==> config.mk <==
export PLATFORM = sky130hd
export DESIGN_NAME = divider_32bit_seq
export DESIGN_NICKNAME = d
export VERILOG_FILES = /design/src/rtl/divider_32bit_seq.sv
export SDC_FILE = /design/constraint.sdc
export NUM_CORES = 1
export LEC_CHECK = 0
export CAP_MARGIN = 0
export CELL_PAD_IN_SITES_DETAIL_PLACEMENT = 0
export CELL_PAD_IN_SITES_GLOBAL_PLACEMENT = 1
export CORE_MARGIN = 10
export CORE_UTILIZATION = 45
export DETAILED_ROUTE_END_ITERATION = 16
export PLACE_DENSITY_LB_ADDON = 0.1
export SLEW_MARGIN = 20
export SYNTH_ARGS = -nofsm -noshare
export SYNTH_HDL_FRONTEND = slang
export SYNTH_SLANG_ARGS = --single-unit
==> constraint.sdc <==
create_clock -name clk -period 6.9 [get_ports clk]
set_clock_uncertainty 0.05 [all_clocks]
set_input_delay 2.07 -clock clk [delete_from_list [all_inputs] [get_ports clk]]
set_output_delay 2.07 -clock clk [all_outputs]
set_load 0.05 [all_outputs]
==> src/rtl/divider_32bit_seq.sv <==
// Iterative 32-bit unsigned restoring divider: one quotient bit per clock over
// 32 cycles, driven through a start/busy/done handshake with synchronous abort.
module divider_32bit_seq (
  input  logic        clk,
  input  logic        rst_n,
  input  logic        start,
  input  logic        abort,
  input  logic [31:0] dividend,
  input  logic [31:0] divisor,
  output logic        busy,
  output logic        done,
  output logic [31:0] quotient,
  output logic [31:0] remainder,
  output logic        div_by_zero
);

  localparam logic [1:0] IDLE = 2'd0;
  localparam logic [1:0] RUN  = 2'd1;
  localparam logic [1:0] DONE = 2'd2;

  logic [1:0]  state;
  logic [4:0]  cnt;
  logic [31:0] part_rem;
  logic [31:0] quo_shift;
  logic [31:0] dvsr;

  logic [32:0] shifted;
  logic [32:0] diff;
  logic        ge;
  logic [31:0] next_rem;
  logic [31:0] next_quo;

  // One shared subtractor: its borrow-out doubles as the S[31:0] >= D compare,
  // and when S[32] is set the low 32 bits of the difference are already exact.
  always_comb begin
    shifted  = {part_rem, quo_shift[31]};
    diff     = {1'b0, shifted[31:0]} - {1'b0, dvsr};
    ge       = shifted[32] | ~diff[32];
    next_rem = ge ? diff[31:0] : shifted[31:0];
    next_quo = {quo_shift[30:0], ge};
  end

  assign busy = (state != IDLE);
  assign done = (state == DONE);

  always_ff @(posedge clk or negedge rst_n) begin
    if (!rst_n) begin
      state       <= IDLE;
      cnt         <= 5'd0;
      part_rem    <= 32'd0;
      quo_shift   <= 32'd0;
      dvsr        <= 32'd0;
      quotient    <= 32'd0;
      remainder   <= 32'd0;
      div_by_zero <= 1'b0;
    end else begin
      case (state)
        IDLE: begin
          if (start && !abort) begin
            if (divisor != 32'd0) begin
              quo_shift   <= dividend;
              part_rem    <= 32'd0;
              dvsr        <= divisor;
              cnt         <= 5'd0;
              div_by_zero <= 1'b0;
              state       <= RUN;
            end else begin
              quotient    <= 32'hFFFF_FFFF;
              remainder   <= dividend;
              div_by_zero <= 1'b1;
              state       <= DONE;
            end
          end
        end
        RUN: begin
          if (abort) begin
            state <= IDLE;
          end else begin
            part_rem  <= next_rem;
            quo_shift <= next_quo;
            cnt       <= cnt + 5'd1;
            if (cnt == 5'd31) begin
              quotient  <= next_quo;
              remainder <= next_rem;
              state     <= DONE;
            end
          end
        end
        DONE:    state <= IDLE;
        default: state <= IDLE;
      endcase
    end
  end

endmodule

# --- Word-level counts from Yosys, hierarchy flattened ---
# Cells that the tools add are included.
op_classes:
  mux: 29
  reduce_logical: 11
  n_eq_ne: 9
  bitwise_logic: 2
  add_sub_neg: 2
op_table:
  columns: ["op", "count"]
  rows:
  - ["$mux W32", 15]
  - ["$pmux W32 S2", 4]
  - ["$sub A32 B32 Y33", 1]
  - ["$reduce_bool A32 Y1", 1]
  - ["$mux W5", 3]
  - ["$ne A2 B2 Y1 const B", 5]
  - ["$pmux W5 S2", 1]
  - ["$mux W2", 4]
  - ["$add A5 B1 Y5 const B", 1]
  - ["$eq A5 B5 Y1 const B", 1]
  - ["$reduce_and A5 Y1", 1]
  - ["$pmux W2 S2", 1]
  - ["$reduce_and A2 Y1", 2]
  - ["$reduce_and A4 Y1", 1]
  - ["$reduce_bool A2 Y1", 2]
  - ["$ne A3 B3 Y1 const B", 1]
  - ["$reduce_and A3 Y1", 1]
  - ["$eq A2 B1 Y1 const B", 1]
  - ["$eq A2 B2 Y1 const B", 1]
  - ["$logic_not A2 Y1", 1]
  - ["$logic_and A1 B1 Y1", 1]
  - ["$logic_not A1 Y1", 1]
  - ["$mux W1", 1]
  - ["$not A1 Y1", 1]
  - ["$or A1 B1 Y1", 1]
word_totals:
  register_bits: 168
  output_inout_bits: 67
  in_bits: 68
  elab_cells: 61

# --- Longest topological paths before layout ---
# Gate-level depths: netlist of run 1.
depth:
  ltp_word: 7
  depth_mapped: 14
  ltp_nobuf: 12

# --- Worst setup path after synthesis of run 1 ---
# No wires, ideal clock.
synth_path:
  path_type: "in2reg"
  startpoint: "in divisor[24]"
  endpoint: "reg remainder[10]"
  setup_slack_ps: 2790
  path_stages: 9
  arrival_ps: 3935
  n_path_buf: 1
  setup_time_ps: 125
  cell_sequence: "nor4_1 -> nand4_1 -> or2_1 -> nor3b_1 -> a21oi_1 -> or3_1 -> inv_2 -> buf_2 -> mux2_2"
synth_via:
  elab_chain_cells: 3
synth_rtl:
  columns: ["element", "line_no", "rtl"]
  rows:
  - ["start, declared", "9", "input logic [31:0] divisor,"]
  - ["$reduce_bool A32 Y1", "60", "if (divisor != 32'd0) begin"]
  - ["$ne A2 B2 Y1 (no source line)", null, null]
  - ["$reduce_and A5 Y1 (no source line)", null, null]
  - ["end signal, assigned", "69", "remainder <= dividend;"]
  - ["end signal, assigned", "84", "remainder <= next_rem;"]
  - ["end, declared", "13", "output logic [31:0] remainder,"]
# Every way passes these cells.
# A chain may end at the register's enable or synchronous reset.

# --- Worst setup path in the final report of run 1 ---
layout_path:
  startpoint: "in divisor[1]"
  endpoint: "reg remainder[29]"
# Same word-level chain as after synthesis.

==> results of run 1 <==
==> how the worst max path moves through the flow <==
| stage | cells past startpoint | to | slack [ns] |
|---|---|---|---|
| floorplan | 9 | remainder[10] | 2.79 |
| global placement | 10 | remainder[31] | 1.20 |
| detailed placement | 10 | remainder[29] | 1.16 |
| CTS | 10 | remainder[29] | 1.62 |
| global route | 10 | remainder[18] | 1.38 |
| finish | 10 | remainder[29] | 1.68 |
==> power by group through the flow <==
stage / combinational [W] / clock (W) / sequential, W
after detailed placement: 0.000908 / 0 / 0.00120
after floorplan: 0.000693 / 0 / 0.00117
after global routing: 0.00103 / 0.00101 / 0.00120
after CTS: 0.000911 / 0.000976 / 0.00118
after global placement: 0.000900 / 0 / 0.00120
final: 0.000910 / 0.000959 / 0.00118
==> sequential cells by signal, summed over array words and instances, names as in the netlist <==
signal,cells
dvsr,32
cnt,5
quotient,32
remainder,32
quo_shift,32
state,2
div_by_zero,1
part_rem,32
==> cells by family (layout without fill, tap and decap cells) <==
logic type / after synthesis / count (layout) / synth area share
AOI/OAI and AO/OA: 241 / 241 / 0.1679
xor gates and xnor gates: 27 / 27 / 0.02649
adders and majority gates: 35 / 35 / 0.04989
buffers and inverters: 95 / 216 / 0.04400
DFF: 168 / 168 / 0.4709
muxes: 68 / 68 / 0.08338
and+or+nand+nor: 328 / 328 / 0.1575
==> worst max-delay path, delay by kind of cell <==
| kind | cells | cell delay (ns) |
|---|---|---|
| buf+inv | 2 | 0.89 |
| simple gates | 6 | 2.18 |
| compound gates | 2 | 0.35 |
==> final cells by class <==
| class | instances | area, um2 | share of cell area |
|---|---|---|---|
| Clock inverter | 12 | 142.6 | 0.01292 |
| Clock buffer | 19 | 442.9 | 0.04013 |
| Inverter | 42 | 157.7 | 0.01428 |
| Sequential cell | 168 | 4204 | 0.3809 |
| Multi-Input combinational cell | 699 | 4348 | 0.3939 |
| Timing Repair Buffer | 143 | 1410 | 0.1278 |
| Tap cell | 265 | 331.6 | 0.03004 |
==> per-layer routing <==
layer,part of all wire,vias to the layer above,wire [um]
li1,-,3609,-
met1,0.51,3455,12150
met2,0.44,154,10310
met3,0.037,25,875
met4,0.015,0,360
met5,0,-,0
==> cell usage in the layout (no fill, tap or decap), types with 17 or more instances in the layout <==
cell	synthesis	layout
nand2_1	199	199
dfrtp_1	168	168
clkdlybuf4s50_1	0	133
o21ai_0	93	93
nor2_1	57	57
mux2_2	43	43
a31oi_1	42	42
inv_1	41	41
a21oi_1	34	34
ha_1	34	34
mux2i_1	23	23
clkbuf_16	0	17
==> per-stage QoR <==
stage / worst slack (ns) / instance area, um2
final: 1.682 / 11040
after detailed placement: 1.162 / 10450
after global routing: 1.381 / 11040
after CTS: 1.617 / 11040
after floorplan: 2.790 / 8929
after global placement: 1.198 / 10450
==> results.tsv, run 1 <==
stage	metric	value	unit
clocking	cts-root-buf	clkbuf_16	
routing	num_vias	7243	
final_layout	syn2layout_area_growth	23.61	%
routing	postRouteAntennaNets	0	
power_and_ir_drop	clock_power_share	0.314	
final_layout	n_antenna_cell	0	
yosys	ys_seq_area_frac	0.4709	
worst_setup_path	crit_chain	clkdlybuf4s50_1, nor4_1, nand4_1, or2_1, nor3b_1, a21oi_1, or3_2, inv_2, nand2_1, o221ai_1	
sta	worst_pin_slew	1.007	ns
yosys	ys_types	61	
grt	use_met3	0.03119	
routing	first_pass_iters	5	
clocking	post_cts_resized	0	
yosys	netlist_area	8929	um2
power_and_ir_drop	comb_power_share	0.298	
power_and_ir_drop	p_leak	5.056	nW
clocking	numCtsBuffers	17	
yosys	synth.avg_cell_area	9.281	um2
routing	route.detailed.drc	0	
sta	timing.final.max_slew_violations	0	
final_layout	drive_above_1_share	0.08864	
yosys	ys_seq_elements	168	
worst_setup_path	cp-start-kind	input port	
yosys	synth_nets	1065	
routing	route.detailed.vias_per_inst	5.373	
clocking	clock_path_buffers	2	
placement	dp_cells	1317	
grt	gr-usage-met2	0.2665	
sta	max-slew-margin-rel	0.3260	
die	dieArea	25880	um2
final_layout	final_core_util	0.5671	
die	die_y	160.9	um
clocking	clk_pin_slew	0.07	ns
grt	grt_pass1_wl	38.66	mm
yosys	yosys.area.top_type	dfrtp_1	
yosys	synth_top_area_frac	0.4709	
power_and_ir_drop	p_sw	0.001023	W
yosys	synth.area.top_cells	dfrtp_1 47%, nand2_1 8.4%, mux2_2 5.4%	
placement	finalWeightedCongestion	0.8547	
final_layout	n_fill_cell	1794	
power_and_ir_drop	peakVddDrop	0.1662	mV
power_and_ir_drop	total_power	0.003051	W
clocking	cts-htree-levels	4	
worst_setup_path	timing.rr.start	quo_shift[31]	
die	die_w	160.9	um
sta	hold-worst-slack	0.4116	ns
power_and_ir_drop	swShare	0.3354	
die	core_area	19460	um2
yosys	ys_top_cells_by_count	199 x nand2_1, 168 x dfrtp_1, 93 x o21ai_0	
worst_setup_path	setup.worst_path.class	input port to register	
routing	post_drt_wl_per_cell	17.58	um
yosys	yosys_warnings	0	
grt	grt_max_degree	79	
sta	hold_viol_final	0	
routing	drt_wl_total	23.70	mm
die	rows	51	
final_layout	num-nets-final	1174	
grt	antenna_found_initial	0	
yosys	synth_most_common_cell	nand2_1	
yosys	synth_edf_count	0	
power_and_ir_drop	intPower	0.002028	W
clocking	cts-hold-fix-buffers	0	
power_and_ir_drop	seq_power_share	0.388	
worst_hold_path	hold_class	register to register	
clocking	post-cts-setup-buffer-count	0	
yosys	ys.flop_type	dfrtp_1	
worst_hold_path	worstHoldPathCells	2	
worst_setup_path	cp_slowest_stage_delay	0.53	ns
sta	grt_setup_unrepaired	no	
yosys	syn_inst	962	
grt	grt_pass1_vias	7029	
sta	setup_violations	0	
worst_setup_path	cp-startpoint	divisor[1]	
status	status	completed	
run	timing.max_cap.violations	0	
sta	clock.fmax	191.7	MHz
sta	fin_crit	5.218	ns
final_layout	stdcell_count	1348	
clocking	clock_latency	0.43	ns
worst_setup_path	cp.arrival	5.50	ns
power_and_ir_drop	power_density	276.4	nW/um2
worst_hold_path	min_from	quotient[25]	
die	io_pins	135	
clocking	clock_sinks	168	
grt	grt_remaining_overflow	0	
worst_setup_path	slowest_stage	nor4_1	
worst_setup_path	reg2reg_depth	12	
routing	drt_iter0_markers	470	
placement	detailed_place_hpwl	17.56	mm
die	initial_core_util	0.4588	
placement	io_buffers	134	
worst_setup_path	r2r_end	remainder[4]	
sta	setup_tns	0	ns
worst_hold_path	hold-path-endpoint	quotient[25]	
grt	grt_busiest_layer	met1	
clocking	tritoncts	yes	
yosys	synthArstFlopShare	1.000	
grt	use_met1	0.2691	
sta	period_share	0.7562	
grt	grt_use_total	0.1825	
worst_setup_path	cp_data_required_time	7.18	ns
worst_setup_path	cp-end-kind	register	
worst_setup_path	reg2reg_slack	2.84	ns
worst_setup_path	path_max_fanout	41	
(Power assumes the default switching activity.)
==> run 2: changes to the inputs <==
Settings changed: CORE_UTILIZATION 45 to 42.
Clock period 6.9 ns to 4.9 ns, I/O delays scaled along.
==> results.tsv, run 2 (synthesis results as in run 1) <==
stage	metric	value	unit	change
routing	met3_length	885	um	+1.1%
placement	detailed_place_hpwl	18.12	mm	+3.2%
grt	grt_use_total	0.1725		-0.009970
clocking	tritoncts	yes		
final_layout	num-nets-final	1180		+0.51%
worst_setup_path	cp.arrival	4.57	ns	-0.93 ns
routing	num_vias	7172		-0.98%
die	io_pins	135		unchanged
sta	clock.fmax	233.5	MHz	
sta	grt_setup_unrepaired	no		
worst_hold_path	worstHoldPathCells	2		unchanged
placement	io_buffers	134		unchanged
worst_setup_path	cp-end-kind	register		
routing	route.layer.met1.wl	12.41	mm	+2.2%
clocking	cts-htree-levels	4		unchanged
sta	hold_viol_final	0		unchanged
routing	post_drt_wl_per_cell	17.59	um	about the same
power_and_ir_drop	power_density	392.5	nW/um2	+42%
routing	first_pass_iters	5		unchanged
clocking	post_cts_resized	0		unchanged
routing	routed.top_layer	met4		
routing	drt_iter0_markers	426		-9.4%
grt	grt_pass1_vias	7140		+1.6%
power_and_ir_drop	peakVddDrop	0.2653	mV	+60%
worst_setup_path	r2r_end	remainder[24]		
grt	grt_max_degree	95		+20%
routing	route.detailed.vias_per_inst	5.254		-2.2%
clocking	cts-hold-fix-buffers	0		unchanged
routing	drt_wl_total	24.01	mm	+1.3%
status	status	completed		
sta	period_share	0.8740		
final_layout	n_antenna_cell	0		unchanged
die	core_area	20960	um2	+7.7%
clocking	post-cts-setup-buffer-count	0		unchanged
final_layout	stdcell_count	1365		+1.3%
final_layout	syn2layout_area_growth	25.17	%	
grt	antenna_found_initial	0		unchanged
worst_setup_path	cp-start-kind	input port		
clocking	clk_pin_slew	0.07	ns	about the same
grt	grt_pass1_wl	39.36	mm	+1.8%
worst_setup_path	setup.worst_path.class	input port to register		
die	die_w	165.8	um	+3.1%
worst_setup_path	slowest_stage	nor4_1		
placement	finalWeightedCongestion	0.8423		-1.5%
clocking	numCtsBuffers	17		unchanged
clocking	clock_sinks	168		unchanged
worst_hold_path	min_from	quotient[6]		
worst_hold_path	hold-path-endpoint	quotient[6]		
sta	setup_tns	0	ns	unchanged
final_layout	layout_commonest_cell	nand2_1		
sta	timing.final.max_slew_violations	0		unchanged
worst_setup_path	cp_slowest_stage_delay	0.61	ns	+0.08 ns
worst_setup_path	critical_path_buf_inv_count	2		unchanged
die	dieArea	27490	um2	+6.2%
clocking	cts-root-buf	clkbuf_16		
final_layout	drive_above_1_share	0.09450		+0.005853
worst_setup_path	timing.rr.start	quo_shift[31]		
sta	hold-worst-slack	0.4136	ns	+0.002029 ns
placement	pre_cts_ws	0.1028	ns	-1.059 ns
power_and_ir_drop	p_leak	5.135	nW	+1.6%
worst_setup_path	cp_data_required_time	5.18	ns	-2.00 ns
worst_setup_path	reg2reg_depth	12		unchanged
sta	max-slew-margin-rel	0.4036		+0.07761
die	die_y	165.8	um	+3.1%
worst_setup_path	reg2reg_slack	1.03	ns	-1.81 ns
sta	setup_violations	0		unchanged
grt	grt_remaining_overflow	0		unchanged
clocking	clock_path_buffers	2		unchanged
run	timing.max_cap.violations	0		unchanged
routing	postRouteAntennaNets	0		unchanged
worst_hold_path	hold_class	register to register		
die	initial_core_util	0.4261		-0.03268
placement	dp_cells	1333		+1.2%
worst_setup_path	crit_chain	clkdlybuf4s50_1, nor4_1, nand4_1, or2_1, nor3b_1, a21oi_1, or3_2, inv_2, nand2_1, o221ai_1		
routing	route.detailed.drc	0		unchanged
worst_setup_path	cp_top_family	simple AND/OR/NAND/NOR gates		
die	rows	53		+3.9%
final_layout	final_cell_mix	199 x nand2_1, 168 x dfrtp_1, 133 x clkdlybuf4s50_1		
routing	dr_wl_met2	10.56	mm	+2.4%
sta	worst_pin_slew	0.8946	ns	-0.1129 ns
sta	setup_slack	0.6172	ns	-1.065 ns
sta	fin_crit	4.283	ns	
clocking	clock_latency	0.43	ns	about the same
worst_setup_path	path_max_fanout	12		-71%
## run 2: cell types whose count changed in the layout (fill, tap and decap cells not counted), moves of 2 or more
cell and change:
inv_6 +2, clkinvlp_4 -4, buf_4 +2, inv_8 +2, buf_12 +4
## run 2: power by group
part           switching, W  internal, W
clock network      0.000605     0.000820
registers          0.000123      0.00154
logic              0.000747     0.000551
total               0.00147      0.00291
## run 2: per-stage QoR
step,area (um2),util,total power (W)
floorplan,8929,-,0.002621
global placement,10560,0.5039,0.002974
detailed placement,10560,0.5039,0.002983
CTS,11180,0.5333,0.004423
global route,11180,0.5333,0.004662
finish,11180,0.5333,0.004386
## run 2: how the worst max path moves through the flow
stage                     cells after the start  slack (ns)        start             to
after floorplan                               9        1.39  divisor[24]  remainder[10]
after global placement                       11        0.15   divisor[1]  remainder[23]
after detailed placement                     10        0.10   divisor[0]  remainder[28]
after CTS                                    10        0.55   divisor[1]  remainder[28]
after global routing                         10        0.42   divisor[0]  remainder[17]
final                                        10        0.62   divisor[1]  remainder[28]
## run 2: cell type report
type,count,area (um2)
fill,2055,9779
multi-input combinational,699,4348
sequential,168,4204
timing repair buffer,149,1505
clock buffer,18,429.2
tap,275,344.1
clock inverter,14,187.7
inverter,42,157.7
## run 2: worst register-to-register path: cells and delay by family, from the launching register on
kind | cells | cell delay (ns)
fa+ha+maj | 2 | 0.66
simple gates | 2 | 0.79
buf+inv | 2 | 0.43
mux | 1 | 0.40
compound gates | 5 | 1.06
flops | 1 | 0.35
## run 2: metal layers
| layer | vias to the layer above | track usage |
|---|---|---|
| li1 | 3617 | - |
| met1 | 3411 | 0.2506 |
| met2 | 134 | 0.2608 |
| met3 | 10 | 0.03384 |
| met4 | 0 | 0.03274 |
| met5 | - | 0 |
==> run 3: changes to the inputs <==
Settings changed: PLACE_DENSITY set to 0.92, PLACE_DENSITY_LB_ADDON 0.1 to unset.
==> results.tsv, run 3 (synthesis results as in run 1) <==
stage	metric	value	unit	change
sta	max-slew-margin-rel	0.4234		+0.01984
worst_setup_path	cp-startpoint	divisor[1]		
clocking	clk_pin_slew	0.07	ns	about the same
status	status	completed		
routing	drt_iter0_markers	488		+15%
grt	grt_pass1_vias	7130		-0.14%
sta	setup_slack	0.7351	ns	+0.1179 ns
worst_setup_path	cp_slowest_stage_delay	0.50	ns	-0.11 ns
final_layout	layout_commonest_cell	nand2_1		
clocking	numCtsBuffers	17		unchanged
power_and_ir_drop	p_leak	5.128	nW	-0.14%
worst_setup_path	cp-end-kind	register		
die	core_area	20960	um2	unchanged
sta	setup_violations	0		unchanged
die	die_y	165.8	um	unchanged
worst_setup_path	setup.worst_path.class	input port to register		
grt	grt_max_degree	94		-1.1%
final_layout	num-nets-final	1183		+0.25%
grt	grt_use_total	0.1675		-0.005030
worst_setup_path	cp.arrival	4.45	ns	-0.12 ns
die	io_pins	135		unchanged
worst_hold_path	hold_class	register to register		
clocking	post-cts-setup-buffer-count	0		unchanged
clocking	clock_latency	0.43	ns	about the same
worst_setup_path	reg2reg_depth	13		+1
worst_setup_path	slowest_stage	nor4_1		
worst_setup_path	crit_chain	clkdlybuf4s50_1, nor4_1, buf_4, nand4_1, or2_1, nor3b_1, a21oi_1, or3_2, inv_2, nand2_1, o221ai_1		
worst_setup_path	r2r_end	remainder[3]		
final_layout	drive_above_1_share	0.09790		+0.003400
sta	fin_crit	4.165	ns	-0.1179 ns
routing	route.detailed.vias_per_inst	5.382		+2.4%
placement	detailed_place_hpwl	17.87	mm	-1.4%
placement	finalWeightedCongestion	0.8657		+2.8%
final_layout	fin_area	11160	um2	-0.11%
sta	grt_setup_unrepaired	no		
grt	antenna_found_initial	0		unchanged
die	die_w	165.8	um	unchanged
worst_setup_path	crit_end	remainder[31]		
routing	route.detailed.drc	0		unchanged
power_and_ir_drop	power_density	386.8	nW/um2	-1.4%
clocking	clock_sinks	168		unchanged
sta	worst_pin_slew	0.8649	ns	-0.02976 ns
power_and_ir_drop	total_power	0.004318	W	-1.6%
routing	num_vias	7362		+2.6%
routing	post_drt_wl_per_cell	17.23	um	-2.0%
sta	period_share	0.8500		-0.02405
power_and_ir_drop	peakVddDrop	0.2454	mV	-7.5%
final_layout	final_cell_mix	199 x nand2_1, 168 x dfrtp_1, 133 x clkdlybuf4s50_1		
die	dieArea	27490	um2	unchanged
routing	postRouteAntennaNets	0		unchanged
final_layout	n_antenna_cell	0		unchanged
final_layout	final_core_util	0.5327		-0.0005970
grt	grt_remaining_overflow	0		unchanged
clocking	post_cts_resized	0		unchanged
clocking	cts-htree-levels	4		unchanged
routing	drt_wl_total	23.57	mm	-1.8%
clocking	cts-root-buf	clkbuf_16		
placement	place_area	10570	um2	about the same
worst_setup_path	timing.rr.start	quo_shift[31]		
clocking	clock_path_buffers	2		unchanged
worst_setup_path	path_max_fanout	12		unchanged
final_layout	syn2layout_area_growth	25.03	%	
worst_setup_path	cp-start-kind	input port		
placement	pre_cts_ws	0.2780	ns	+0.1751 ns
die	initial_core_util	0.4261		unchanged
clocking	tritoncts	yes		
run	timing.max_cap.violations	0		unchanged
worst_setup_path	reg2reg_slack	1.14	ns	+0.11 ns
routing	first_pass_iters	5		unchanged
sta	setup_tns	0	ns	unchanged
sta	timing.final.max_slew_violations	0		unchanged
sta	clock.fmax	240.1	MHz	+2.8%
sta	hold_viol_final	0		unchanged
worst_setup_path	cp_data_required_time	5.19	ns	about the same
placement	io_buffers	134		unchanged
grt	grt_pass1_wl	38.40	mm	-2.4%
final_layout	n_fill_cell	1943		-5.5%
clocking	cts-hold-fix-buffers	0		unchanged
die	rows	53		unchanged
==> run 3: how the worst min path moves through the flow <==
stage / start / end / slack, ns / cells after the start
floorplan: cnt[4] / cnt[4] / 0.40 / 2
global placement: quotient[13] / quotient[13] / 0.40 / 2
detailed placement: quotient[23] / quotient[23] / 0.41 / 2
CTS: quotient[21] / quotient[21] / 0.42 / 2
global route: quotient[30] / quotient[30] / 0.44 / 2
finish: quotient[5] / quotient[5] / 0.42 / 2
==> run 3: final cells by class <==
class                      instances  area [um2]  area share
multi-input combinational        699        4348      0.3895
sequential                       168        4204      0.3766
timing repair buffer             152        1515      0.1357
clock buffer                      18       439.2     0.03934
tap                              275       344.1     0.03082
inverter                          42       157.7     0.01412
clock inverter                    14       155.1     0.01390
==> run 3: where the power goes <==
group,total [W],switching [W],internal (W),leakage (nW)
Sequential,0.00166,0.000123,0.00154,2.17
Combinational,0.00129,0.000738,0.000552,2.66
Clock,0.00136,0.000625,0.000739,0.289
==> run 3: worst max-delay path, delay by kind of cell <==
family          cells  cell delay (ns)
simple gates        6             1.87
buf+inv             3             0.75
compound gates      2             0.34
==> run 3: per-layer routing <==
layer	track usage	routed length (um)	up-vias
met2	0.2502	10350	195
met3	0.03289	1116	23
met5	0	0	-
met4	0.04892	322	0
met1	0.2395	11780	3524
li1	-	-	3620
==> run 3: through the flow <==
stage	hold slack, ns	std cells
2_1_floorplan	0.3953	962
3_3_place_gp	0.3996	1336
3_5_place_dp	0.4060	1336
4_1_cts	0.4225	1368
5_1_grt	0.4357	1368
6_report	0.4161	1368
